--- config.mk ---
export PLATFORM = sky130hd
export DESIGN_NAME = fp16_mul_flat
export DESIGN_NICKNAME = d
export VERILOG_FILES = /design/src/rtl/fp16_mul_pkg.sv /design/src/rtl/fp16_mul_if.sv /design/src/rtl/fp16_mul_round_pack.sv /design/src/rtl/fp16_mul.sv /design/src/flat_wrapper.sv
export SDC_FILE = /design/constraint.sdc
export NUM_CORES = 1
export LEC_CHECK = 0
export BUFFER_PORTS_ARGS = -buffer_cell sky130_fd_sc_hd__clkbuf_2
export CAP_MARGIN = 20
export CORE_MARGIN = 3
export CORE_UTILIZATION = 68
export DETAILED_ROUTE_END_ITERATION = 10
export GPL_TIMING_DRIVEN = 0
export MAX_ROUTING_LAYER = met4
export PLACE_DENSITY = 0.95
export SLEW_MARGIN = 40
export SYNTH_ARGS = -nofsm -noshare
export SYNTH_HDL_FRONTEND = slang
export SYNTH_SLANG_ARGS = --single-unit
--- constraint.sdc ---
create_clock -name clk -period 2 [get_ports clk]
set_input_delay 0.4 -clock clk [delete_from_list [all_inputs] [get_ports clk]]
set_output_delay 0.4 -clock clk [all_outputs]
set_load 0.05 [all_outputs]
--- src/rtl/fp16_mul_pkg.sv ---
// Shared FP16 definitions for the multiplier slice.
// Contents: format widths, bias, canonical encodings, field-extract helpers and a
// 22-bit leading-zero counter for product normalisation.
package fp16_mul_pkg;

  localparam int unsigned FP16_WIDTH = 16;
  localparam int unsigned EXP_W      = 5;
  localparam int unsigned MAN_W      = 10;
  localparam int unsigned BIAS       = 15;

  localparam logic [FP16_WIDTH-1:0] FP16_POS_ZERO = 16'h0000;
  localparam logic [FP16_WIDTH-1:0] FP16_NEG_ZERO = 16'h8000;
  localparam logic [FP16_WIDTH-1:0] FP16_POS_INF  = 16'h7C00;
  localparam logic [FP16_WIDTH-1:0] FP16_NEG_INF  = 16'hFC00;
  localparam logic [FP16_WIDTH-1:0] FP16_QNAN     = 16'h7E00;

  localparam logic signed [7:0] BIAS_S = 8'sd15;

  function automatic logic fp16_sign(input logic [FP16_WIDTH-1:0] v);
    return v[FP16_WIDTH-1];
  endfunction

  function automatic logic [EXP_W-1:0] fp16_exp(input logic [FP16_WIDTH-1:0] v);
    return v[MAN_W +: EXP_W];
  endfunction

  function automatic logic [MAN_W-1:0] fp16_man(input logic [FP16_WIDTH-1:0] v);
    return v[MAN_W-1:0];
  endfunction

  // Leading-zero count of a 22-bit product; returns 22 for an all-zero input.
  function automatic logic [4:0] lzc22(input logic [21:0] v);
    logic [4:0] n;
    n = 5'd22;
    for (int i = 0; i < 22; i++) begin
      if (v[i]) n = 5'(21 - i);
    end
    return n;
  endfunction

endpackage

--- src/rtl/fp16_mul_if.sv ---
// Operand/result bundle for fp16_mul.
// master: drives in_valid/a/b, observes out_valid/y/flags.
// slave : the multiplier side.
interface fp16_mul_if;
  logic        in_valid;
  logic [15:0] a;
  logic [15:0] b;
  logic        out_valid;
  logic [15:0] y;
  logic        flag_inv;
  logic        flag_ovf;
  logic        flag_unf;

  modport master (
    output in_valid, a, b,
    input  out_valid, y, flag_inv, flag_ovf, flag_unf
  );

  modport slave (
    input  in_valid, a, b,
    output out_valid, y, flag_inv, flag_ovf, flag_unf
  );
endinterface

--- src/rtl/fp16_mul_round_pack.sv ---
// Combinational round-to-nearest-even and pack for FP16 results.
// Ports:
//   sign_i   result sign
//   exp_i    signed biased exponent of the normalised significand
//   sig_i    13-bit significand: [12] hidden one, [11:2] mantissa, [1] guard, [0] round
//   sticky_i OR of all lower product bits
//   y_o      packed FP16 result; ovf_o overflow to Inf; unf_o tiny and inexact
// Macro FP16_MUL_DENORM_EN: defined -> gradual underflow, undefined -> flush to zero.
module fp16_round_pack
  import fp16_mul_pkg::*;
(
  input  logic              sign_i,
  input  logic signed [7:0] exp_i,
  input  logic [12:0]       sig_i,
  input  logic              sticky_i,
  output logic [15:0]       y_o,
  output logic              ovf_o,
  output logic              unf_o
);

  logic              inc;
  logic [11:0]       rnd;
  logic signed [7:0] exp_r;
  logic [9:0]        man_r;
`ifdef FP16_MUL_DENORM_EN
  logic signed [7:0] shamt;
  logic [12:0]       sh;
  logic              lost;
  logic              dg, dr, ds;
  logic              dinc;
  logic [11:0]       drnd;
`endif

  always_comb begin
    y_o   = '0;
    ovf_o = 1'b0;
    unf_o = 1'b0;

    // Normal-range rounding at the 10-bit mantissa position.
    inc   = sig_i[1] & (sig_i[0] | sticky_i | sig_i[2]);
    rnd   = {1'b0, sig_i[12:2]} + {11'b0, inc};
    exp_r = exp_i + $signed({7'b0, rnd[11]});
    man_r = rnd[11] ? rnd[10:1] : rnd[9:0];

    if (exp_r >= 8'sd31) begin
      y_o   = sign_i ? FP16_NEG_INF : FP16_POS_INF;
      ovf_o = 1'b1;
    end else begin
      y_o = {sign_i, exp_r[4:0], man_r};
    end

`ifdef FP16_MUL_DENORM_EN
    shamt = 8'sd1 - exp_i;
    sh    = '0;
    lost  = 1'b0;
    dg    = 1'b0;
    dr    = 1'b0;
    ds    = 1'b0;
    dinc  = 1'b0;
    drnd  = '0;
    if (exp_i < 8'sd1) begin
      if (shamt >= 8'sd12) begin
        // Leading one lands below the round bit: always rounds to zero.
        y_o   = {sign_i, 15'b0};
        unf_o = 1'b1;
      end else begin
        sh    = sig_i >> shamt[3:0];
        lost  = |(sig_i & ((13'd1 << shamt[3:0]) - 13'd1));
        dg    = sh[1];
        dr    = sh[0];
        ds    = sticky_i | lost;
        dinc  = dg & (dr | ds | sh[2]);
        drnd  = {1'b0, sh[12:2]} + {11'b0, dinc};
        // A carry into bit 10 becomes exponent field 1: the smallest normal.
        y_o   = {sign_i, 4'b0, drnd[10:0]};
        unf_o = dg | dr | ds;
      end
    end
`else
    if (exp_r < 8'sd1) begin
      y_o   = {sign_i, 15'b0};
      unf_o = 1'b1;
    end
`endif
  end

endmodule

--- src/rtl/fp16_mul.sv ---
// Single-stage registered FP16 multiplier, y = a * b, latency one cycle.
// Ports:
//   clk  rising-edge clock
//   rst  asynchronous active-high reset
//   bus  fp16_mul_if.slave: in_valid/a/b in, out_valid/y/flag_inv/flag_ovf/flag_unf out
// Macro FP16_MUL_DENORM_EN: defined -> subnormal inputs/outputs, undefined -> flush to zero.
module fp16_mul
  import fp16_mul_pkg::*;
(
  input logic        clk,
  input logic        rst,
  fp16_mul_if.slave  bus
);

  logic              sign_y;
  logic [4:0]        ea, eb;
  logic [9:0]        ma, mb;
  logic              a_nan, b_nan, a_inf, b_inf, a_zero, b_zero;
  logic [10:0]       sig_a, sig_b;
  logic [21:0]       prod, norm;
  logic [4:0]        lz;
  logic signed [7:0] exp_n;

  logic [15:0]       rp_y;
  logic              rp_ovf, rp_unf;

  logic [15:0]       res_y;
  logic              res_inv, res_ovf, res_unf;

  logic              out_valid_d, out_valid_q;
  logic [15:0]       y_d, y_q;
  logic              inv_d, inv_q, ovf_d, ovf_q, unf_d, unf_q;

  always_comb begin
    sign_y = fp16_sign(bus.a) ^ fp16_sign(bus.b);
    ea     = fp16_exp(bus.a);
    eb     = fp16_exp(bus.b);
    ma     = fp16_man(bus.a);
    mb     = fp16_man(bus.b);
    a_nan  = (&ea) & (|ma);
    b_nan  = (&eb) & (|mb);
    a_inf  = (&ea) & ~(|ma);
    b_inf  = (&eb) & ~(|mb);
`ifdef FP16_MUL_DENORM_EN
    a_zero = ~(|ea) & ~(|ma);
    b_zero = ~(|eb) & ~(|mb);
`else
    a_zero = ~(|ea);
    b_zero = ~(|eb);
`endif
    sig_a  = {|ea, ma};
    sig_b  = {|eb, mb};
    prod   = sig_a * sig_b;

    // Bring the leading one to bit 21; exponent tracks that position.
`ifdef FP16_MUL_DENORM_EN
    lz     = lzc22(prod);
    norm   = prod << lz;
`else
    lz     = prod[21] ? 5'd0 : 5'd1;
    norm   = prod[21] ? prod : (prod << 1);
`endif
    // Subnormal operands use exponent 1.
    exp_n  = $signed({3'b0, (|ea) ? ea : 5'd1}) + $signed({3'b0, (|eb) ? eb : 5'd1})
           - BIAS_S + 8'sd1 - $signed({3'b0, lz});
  end

  fp16_round_pack u_round_pack (
    .sign_i   (sign_y),
    .exp_i    (exp_n),
    .sig_i    (norm[21:9]),
    .sticky_i (|norm[8:0]),
    .y_o      (rp_y),
    .ovf_o    (rp_ovf),
    .unf_o    (rp_unf)
  );

  always_comb begin
    res_y   = rp_y;
    res_inv = 1'b0;
    res_ovf = rp_ovf;
    res_unf = rp_unf;
    if (a_nan || b_nan || (a_inf && b_zero) || (b_inf && a_zero)) begin
      res_y   = FP16_QNAN;
      res_inv = 1'b1;
      res_ovf = 1'b0;
      res_unf = 1'b0;
    end else if (a_inf || b_inf) begin
      res_y   = sign_y ? FP16_NEG_INF : FP16_POS_INF;
      res_ovf = 1'b0;
      res_unf = 1'b0;
    end else if (a_zero || b_zero) begin
      res_y   = sign_y ? FP16_NEG_ZERO : FP16_POS_ZERO;
      res_ovf = 1'b0;
      res_unf = 1'b0;
    end

    out_valid_d = bus.in_valid;
    y_d         = bus.in_valid ? res_y   : y_q;
    inv_d       = bus.in_valid ? res_inv : inv_q;
    ovf_d       = bus.in_valid ? res_ovf : ovf_q;
    unf_d       = bus.in_valid ? res_unf : unf_q;
  end

  always_ff @(posedge clk or posedge rst) begin
    if (rst) begin
      out_valid_q <= 1'b0;
      y_q         <= FP16_POS_ZERO;
      inv_q       <= 1'b0;
      ovf_q       <= 1'b0;
      unf_q       <= 1'b0;
    end else begin
      out_valid_q <= out_valid_d;
      y_q         <= y_d;
      inv_q       <= inv_d;
      ovf_q       <= ovf_d;
      unf_q       <= unf_d;
    end
  end

  assign bus.out_valid = out_valid_q;
  assign bus.y         = y_q;
  assign bus.flag_inv  = inv_q;
  assign bus.flag_ovf  = ovf_q;
  assign bus.flag_unf  = unf_q;

endmodule

--- src/flat_wrapper.sv ---
// flat-port wrapper written by rule: the top's interface ports become plain ports
module fp16_mul_flat import fp16_mul_pkg::*;
  (clk, rst, bus_in_valid, bus_a, bus_b, bus_out_valid, bus_y, bus_flag_inv, bus_flag_ovf, bus_flag_unf);
  fp16_mul_if bus_i ();
  input logic clk;
  input logic rst;
  input wire logic [$bits(bus_i.in_valid)-1:0] bus_in_valid;
  input wire logic [$bits(bus_i.a)-1:0] bus_a;
  input wire logic [$bits(bus_i.b)-1:0] bus_b;
  output wire logic [$bits(bus_i.out_valid)-1:0] bus_out_valid;
  output wire logic [$bits(bus_i.y)-1:0] bus_y;
  output wire logic [$bits(bus_i.flag_inv)-1:0] bus_flag_inv;
  output wire logic [$bits(bus_i.flag_ovf)-1:0] bus_flag_ovf;
  output wire logic [$bits(bus_i.flag_unf)-1:0] bus_flag_unf;
  assign bus_i.in_valid = bus_in_valid;
  assign bus_i.a = bus_a;
  assign bus_i.b = bus_b;
  assign bus_out_valid = bus_i.out_valid;
  assign bus_y = bus_i.y;
  assign bus_flag_inv = bus_i.flag_inv;
  assign bus_flag_ovf = bus_i.flag_ovf;
  assign bus_flag_unf = bus_i.flag_unf;
  fp16_mul u_core (.clk(clk), .rst(rst), .bus(bus_i));
endmodule
# Word level (Yosys, flattened, before mapping)
# Cells that the tools add are included.
[totals]
reg_bits = 20
in_bits = 35
output_inout_bits = 20
wordCells = 61
[classes]
addsub = 6
multipliers = 1
n_lt_le_gt_ge = 2
muxes = 21
bitwise_logic = 12
reduce_logical = 14
[op_table]
columns = ["op", "n"]
rows = [
  ["$mux W16", 7],
  ["$mul A11 B11 Y22", 1],
  ["$mux W22", 1],
  ["$reduce_or A10 Y1", 2],
  ["$add A11 B1 Y12", 1],
  ["$mux W1", 10],
  ["$mux W10", 1],
  ["$mux W5", 2],
  ["$reduce_and A5 Y1", 2],
  ["$reduce_or A5 Y1", 2],
  ["$reduce_or A9 Y1", 1],
  ["$add A8 B2 Y8", 1],
  ["$add A8 B2 Y8 const B", 1],
  ["$ge A8 B6 Y1 const B", 1],
  ["$lt A8 B2 Y1 const B", 1],
  ["$sub A8 B5 Y8 const B", 1],
  ["$sub A8 B6 Y8", 1],
  ["$add A5 B5 Y6", 1],
  ["$and A1 B1 Y1", 5],
  ["$logic_or A1 B1 Y1", 5],
  ["$not A1 Y1", 4],
  ["$logic_and A1 B1 Y1", 2],
  ["$or A1 B1 Y1", 2],
  ["$xor A1 B1 Y1", 1],
]

# Depth between registers and ports, before layout
[depth]
depth_word = 15
mapped_depth = 37
ltp_nobuf = 35

# By module
# A second synthesis with hierarchy kept.
[hier_totals]
cells_unflattened = 757
area_unflattened_um2 = 6248.5
[by_module_without_submodules]
columns = ["mod", "n_inst", "cells_each", "area_per_inst_um2", "seq_area_each_um2"]
rows = [
  ["fp16_mul", 1, 673, 5667.9, 500.5],
  ["fp16_round_pack", 1, 84, 580.6, 0.0],
]

# Least setup slack after synthesis
# OpenSTA, ideal clock, no wires.
[synth_path]
path_kind = "input to register"
from = "input port bus_b[11]"
to = "register u_core.y_q[3] (netlist: u_core.bus.y[3])"
t_arrival_ns = 8.845
required_ns = 1.868
setup_slack_ns = -6.977
path_stages = 33
n_path_buf = 1
cell_sequence = "or4_1 > or2_2 > clkbuf_1 > and2_1 > fa_1 > inv_1 > fa_1 > inv_1 > fa_1 > fa_1 > inv_1 > fa_1 > inv_1 > ha_1 > a21o_1 > a31o_1 > a221o_1 > o41ai_1 > xor2_1 > a211oi_1 > nand2_1 > ha_1 > inv_1 > ha_1 > fa_1 > nand2_1 > inv_1 > or3_1 > a2111o_1 > nand3_1 > nor2_1 > o211a_1 > or3b_1"
[synth_between]
elab_chain_len = 15
word_cells_on_any_way = 34
[synth_lines]
columns = ["element", "line_no", "rtl"]
rows = [
  ["start: declaration", "flat_wrapper.sv:9", "input wire logic [$bits(bus_i.b)-1:0] bus_b;"],
  ["$reduce_or A5 Y1", "fp16_mul.sv:49, fp16_mul.sv:52, fp16_mul.sv:64", ""],
  ["$mul A11 B11 Y22", "fp16_mul.sv:53", "prod = sig_a * sig_b;"],
  ["$mux W22", "fp16_mul.sv:61", "norm = prod[21] ? prod : (prod << 1);"],
  ["$reduce_or A9 Y1", "fp16_mul.sv:72", ".sticky_i (|norm[8:0]),"],
  ["$or A1 B1 Y1 (2 in series)", "fp16_mul_round_pack.sv:40", "inc = sig_i[1] & (sig_i[0] | sticky_i | sig_i[2]);"],
  ["$and A1 B1 Y1", "fp16_mul_round_pack.sv:40", ""],
  ["$add A11 B1 Y12", "fp16_mul_round_pack.sv:41", "rnd = {1'b0, sig_i[12:2]} + {11'b0, inc};"],
  ["$add A8 B2 Y8", "fp16_mul_round_pack.sv:42", "exp_r = exp_i + $signed({7'b0, rnd[11]});"],
  ["$ge A8 B6 Y1", "fp16_mul_round_pack.sv:45", "if (exp_r >= 8'sd31) begin"],
  ["$mux W16", "fp16_mul_round_pack.sv:45", ""],
  ["$mux W16", "fp16_mul_round_pack.sv:80", "if (exp_r < 8'sd1) begin"],
  ["$mux W16", "fp16_mul.sv:92", "end else if (a_zero || b_zero) begin"],
  ["$mux W16", "fp16_mul.sv:88", "end else if (a_inf || b_inf) begin"],
  ["$mux W16 *", "fp16_mul.sv:83", "if (a_nan || b_nan || (a_inf && b_zero) || (b_inf && a_zero)) begin"],
  ["end signal: assignment", "fp16_mul.sv:114", "y_q <= y_d;"],
  ["end: declaration", "fp16_mul.sv:31", "logic [15:0] y_d, y_q;"],
]
# Every way passes the cells marked *; elsewhere a longest branch is shown, timed or not.
# A chain may end at the register's enable or synchronous reset.

# Worst setup path in the final report
[layout_path]
from = "input port bus_b[11]"
to = "register u_core.y_q[9] (netlist: u_core.bus.y[9])"
# The elaborated chain is that of the path after synthesis.

==> run_results.csv <==
group,metric,value,unit
sta,fmax,116,MHz
synth,asyncSetResetFlopFracSynth,100,%
synth,netlist-cell-type-count,71,
finish,area.growth.synth_to_final,17.9,%
status,violated_checks,"setup timing",
global_routing,grt_start_max_net_pins,21,
run,cap_violations,0,
clock_network,cts_buffers,3,
setup_path,worst_path_largest_cell_delay,540,ps
finish,finalNetCount,1018,
setup_path,crit_required,2170,ps
global_routing,globalRouteOverflowTotal,0,
synth,synth_area_per_cell,8.38,µm²
synth,yosys_register_bits,20,
status,status,"complete, but fails checks",
sta,setup_tns,-110830,ps
setup_path,start_kind,"input port",
synth,synthesis.yosys.warnings,0,
detailed_routing,remaining_drc_errors,0,
detailed_routing,route.final.wire_length,19.9,mm
setup_path,critical_path.n_buffers_inverters,8,
worst_hold_path,hold_path.class,"in2async",
sta,fin_ws,-6650,ps
detailed_routing,detailroute.wirelength.met3,1.99,mm
finish,layout.core_utilization,83.2,%
detailed_routing,via_per_inst,6.80,
floorplan,initial_utilization,70.5,%
placement,port_buffers,54,
setup_path,timing.critical_path.max_delay_family,"adder cells",
clock_network,cts_num_sinks,20,
synth,synth_sequential_area_ratio,8.06,%
sta,unrepaired_setup_endpoints_after_global_routing,"yes",
synth,synth_edf_count,0,
floorplan,dieWidth,102,µm
detailed_routing,vias,6362,
detailed_routing,detailedRoute.firstPassIterationCount,7,
sta,final.period_utilization,432,%
global_routing,grt_antenna_before_repair,0,
setup_path,cp_data_arrival_time,8820,ps
floorplan,placementRows,34,
sta,setup_viol,17,
clock_network,tritoncts,"yes",
floorplan,core,0.00881,mm²
sta,timing_hold_violations_final,0,
clock_network,cts.reportedPaths.clkPinSlew,70,ps
setup_path,cp-end-kind,"register",
finish,finish.instance_area,0.00732,mm²
floorplan,design.portCount,55,
detailed_routing,dr.max_layer_used,"met4",
global_routing,grtUsageTotal,37.5,%
placement,dp.final_hpwl,13.2,mm
setup_path,critical_path_class,"in2reg",
placement,area_after_dpl,0.00679,mm²
placement,gpl.final_weighted_congestion,0.945,
setup_path,largest_fanout_on_the_critical_path,9,
clock_network,count_of_hold_buffers_inserted_by_post_cts_repair,0,
clock_network,cts-root-to-sink-buffers,2,
synth,syn-num-nets,930,
clock_network,clk-insertion-delay-late,250,ps
clock_network,clock-root-buffer,"clkbuf_8",
placement,pre_cts_slack,-7000,ps
setup_path,crit_path_top_delay_cell,"fa_1",
sta,timing.final.max_slew_violations,0,
finish,num_antenna_cells,0,
detailed_routing,routed_wire_length_per_instance,21.2,µm
global_routing,wire_length_of_the_first_global_routing_pass,29.9,mm
global_routing,vias_in_the_first_global_route,6336,
synth,mapped_cells,741,
detailed_routing,final_antenna_net_count,0,
finish,layout-drive-gt1-share,20.8,%
sta,period_minus_slack,8650,ps
sta,relative_slew_margins,45.6,%
clock_network,clock_tree.htree_level_count,1,
floorplan,die_height,102,µm
sta,slew_at_the_pin_closest_to_its_max_slew_limit,813,ps
floorplan,die-area,0.0103,mm²
detailed_routing,met2_wirelength,9.40,mm
detailed_routing,drt-met1-wl,6.91,mm
synth,synth_area,0.00621,mm²
sta,worst_clock_skew,0,ps
synth,postSynth.topFlopCell,"dfrtp_1",
detailed_routing,drt_first_iter_violations,840,
## Yosys cell counts (11+ instances only)
cell type / n / area share, %
ha_1: 72 / 15
inv_1: 132 / 8.0
and2_1: 69 / 6.9
dfrtp_1: 20 / 8.1
a21oi_1: 25 / 2.0
nor2_1: 17 / 1.0
nand3_1: 15 / 1.2
fa_1: 82 / 26
clkbuf_1: 36 / 2.2
xnor2_1: 15 / 2.1
nand2_1: 79 / 4.8
o21ai_0: 11 / 0.89
## cells in the final DEF (no fill, tap or decap), types with 5 or more instances in the layout
master / instances
and2_1: 65
mux2i_1: 5
inv_2: 5
nor2_1: 15
buf_4: 28
o22a_1: 5
dfrtp_1: 20
nand2b_1: 7
clkbuf_1: 28
nand4_1: 6
clkbuf_8: 6
clkbuf_2: 56
nand3_1: 13
inv_1: 125
o21ai_0: 8
o21ai_1: 5
a21o_1: 7
xnor2_1: 14
ha_1: 68
nand2_1: 76
o21a_1: 8
a21oi_2: 5
a21oi_1: 20
or3_1: 6
nor2b_1: 5
nor3_1: 7
o2bb2ai_2: 7
nor4_1: 6
fa_1: 79
a211oi_1: 6
## layer usage
layer	vias to the layer above	track usage, %
li1	2623	-
met1	3001	44.9
met2	548	61.5
met3	190	6.27
met4	0	18.2
met5	-	-
## path summary, 6_finish.rpt
kind / startpoint / end / slack, ps / cells past startpoint
worst max-delay path: bus_b[11] / u_core.bus.y[9] / -6650 / 34
worst min-delay path: rst / u_core.bus.y[12] / 150 / 2
worst max register to register: u_core.bus.y[9] / u_core.bus.y[9] / 710 / 4
worst min register to register: u_core.bus.flag_inv / u_core.bus.flag_inv / 490 / 1
max in group asynchronous: rst / u_core.bus.y[9] / 1490 / 2
min in group clk: bus_in_valid / u_core.bus.out_valid / 310 / 1
## worst register-to-register path, delay by kind of cell, from the launching register on
kind / cells / cell delay, ps
simple gates: 1 / 390
flops: 1 / 380
compound gates: 3 / 430
## flip-flops by register name, indices dropped and copies added, names as in the netlist
| register | flops |
|---|---|
| u_core.bus.y | 16 |
| u_core.bus.flag_inv | 1 |
| u_core.bus.flag_ovf | 1 |
| u_core.bus.flag_unf | 1 |
| u_core.bus.out_valid | 1 |
## metrics by stage
step / hold WS [ps] / instances
after floorplan: 364 / 741
after CTS: 274 / 926
after detailed placement: 469 / 903
final: 147 / 935
after global routing: 194 / 935
after global placement: 461 / 903
## final cells by class
| class | instances | area (µm²) |
|---|---|---|
| plain buffers | 36 | 181 |
| clock buffers | 3 | 41.3 |
| fillers | 464 | 1480 |
| inverters | 132 | 498 |
| multi-input cells | 551 | 5440 |
| flip-flops and latches | 20 | 500 |
| well taps | 108 | 135 |
| repair buffers | 85 | 524 |
## what timing repair did
action	CTS	global route
gates resized for setup	23	37
endpoints found under the setup margin	17	17
pin swaps	36	24
setup buffers	22	9
## cells by family after synthesis
| kind of cell | synth area share, % |
|---|---|
| simple gates | 20.7 |
| buf+inv | 10.3 |
| fa+ha+maj | 40.9 |
| compound gates | 14.9 |
| xor+xnor | 3.89 |
| flops | 8.06 |
| mux | 1.17 |
Power is not shown: default switching activity piles up to over one toggle a cycle in this logic, so the estimate is an artifact.
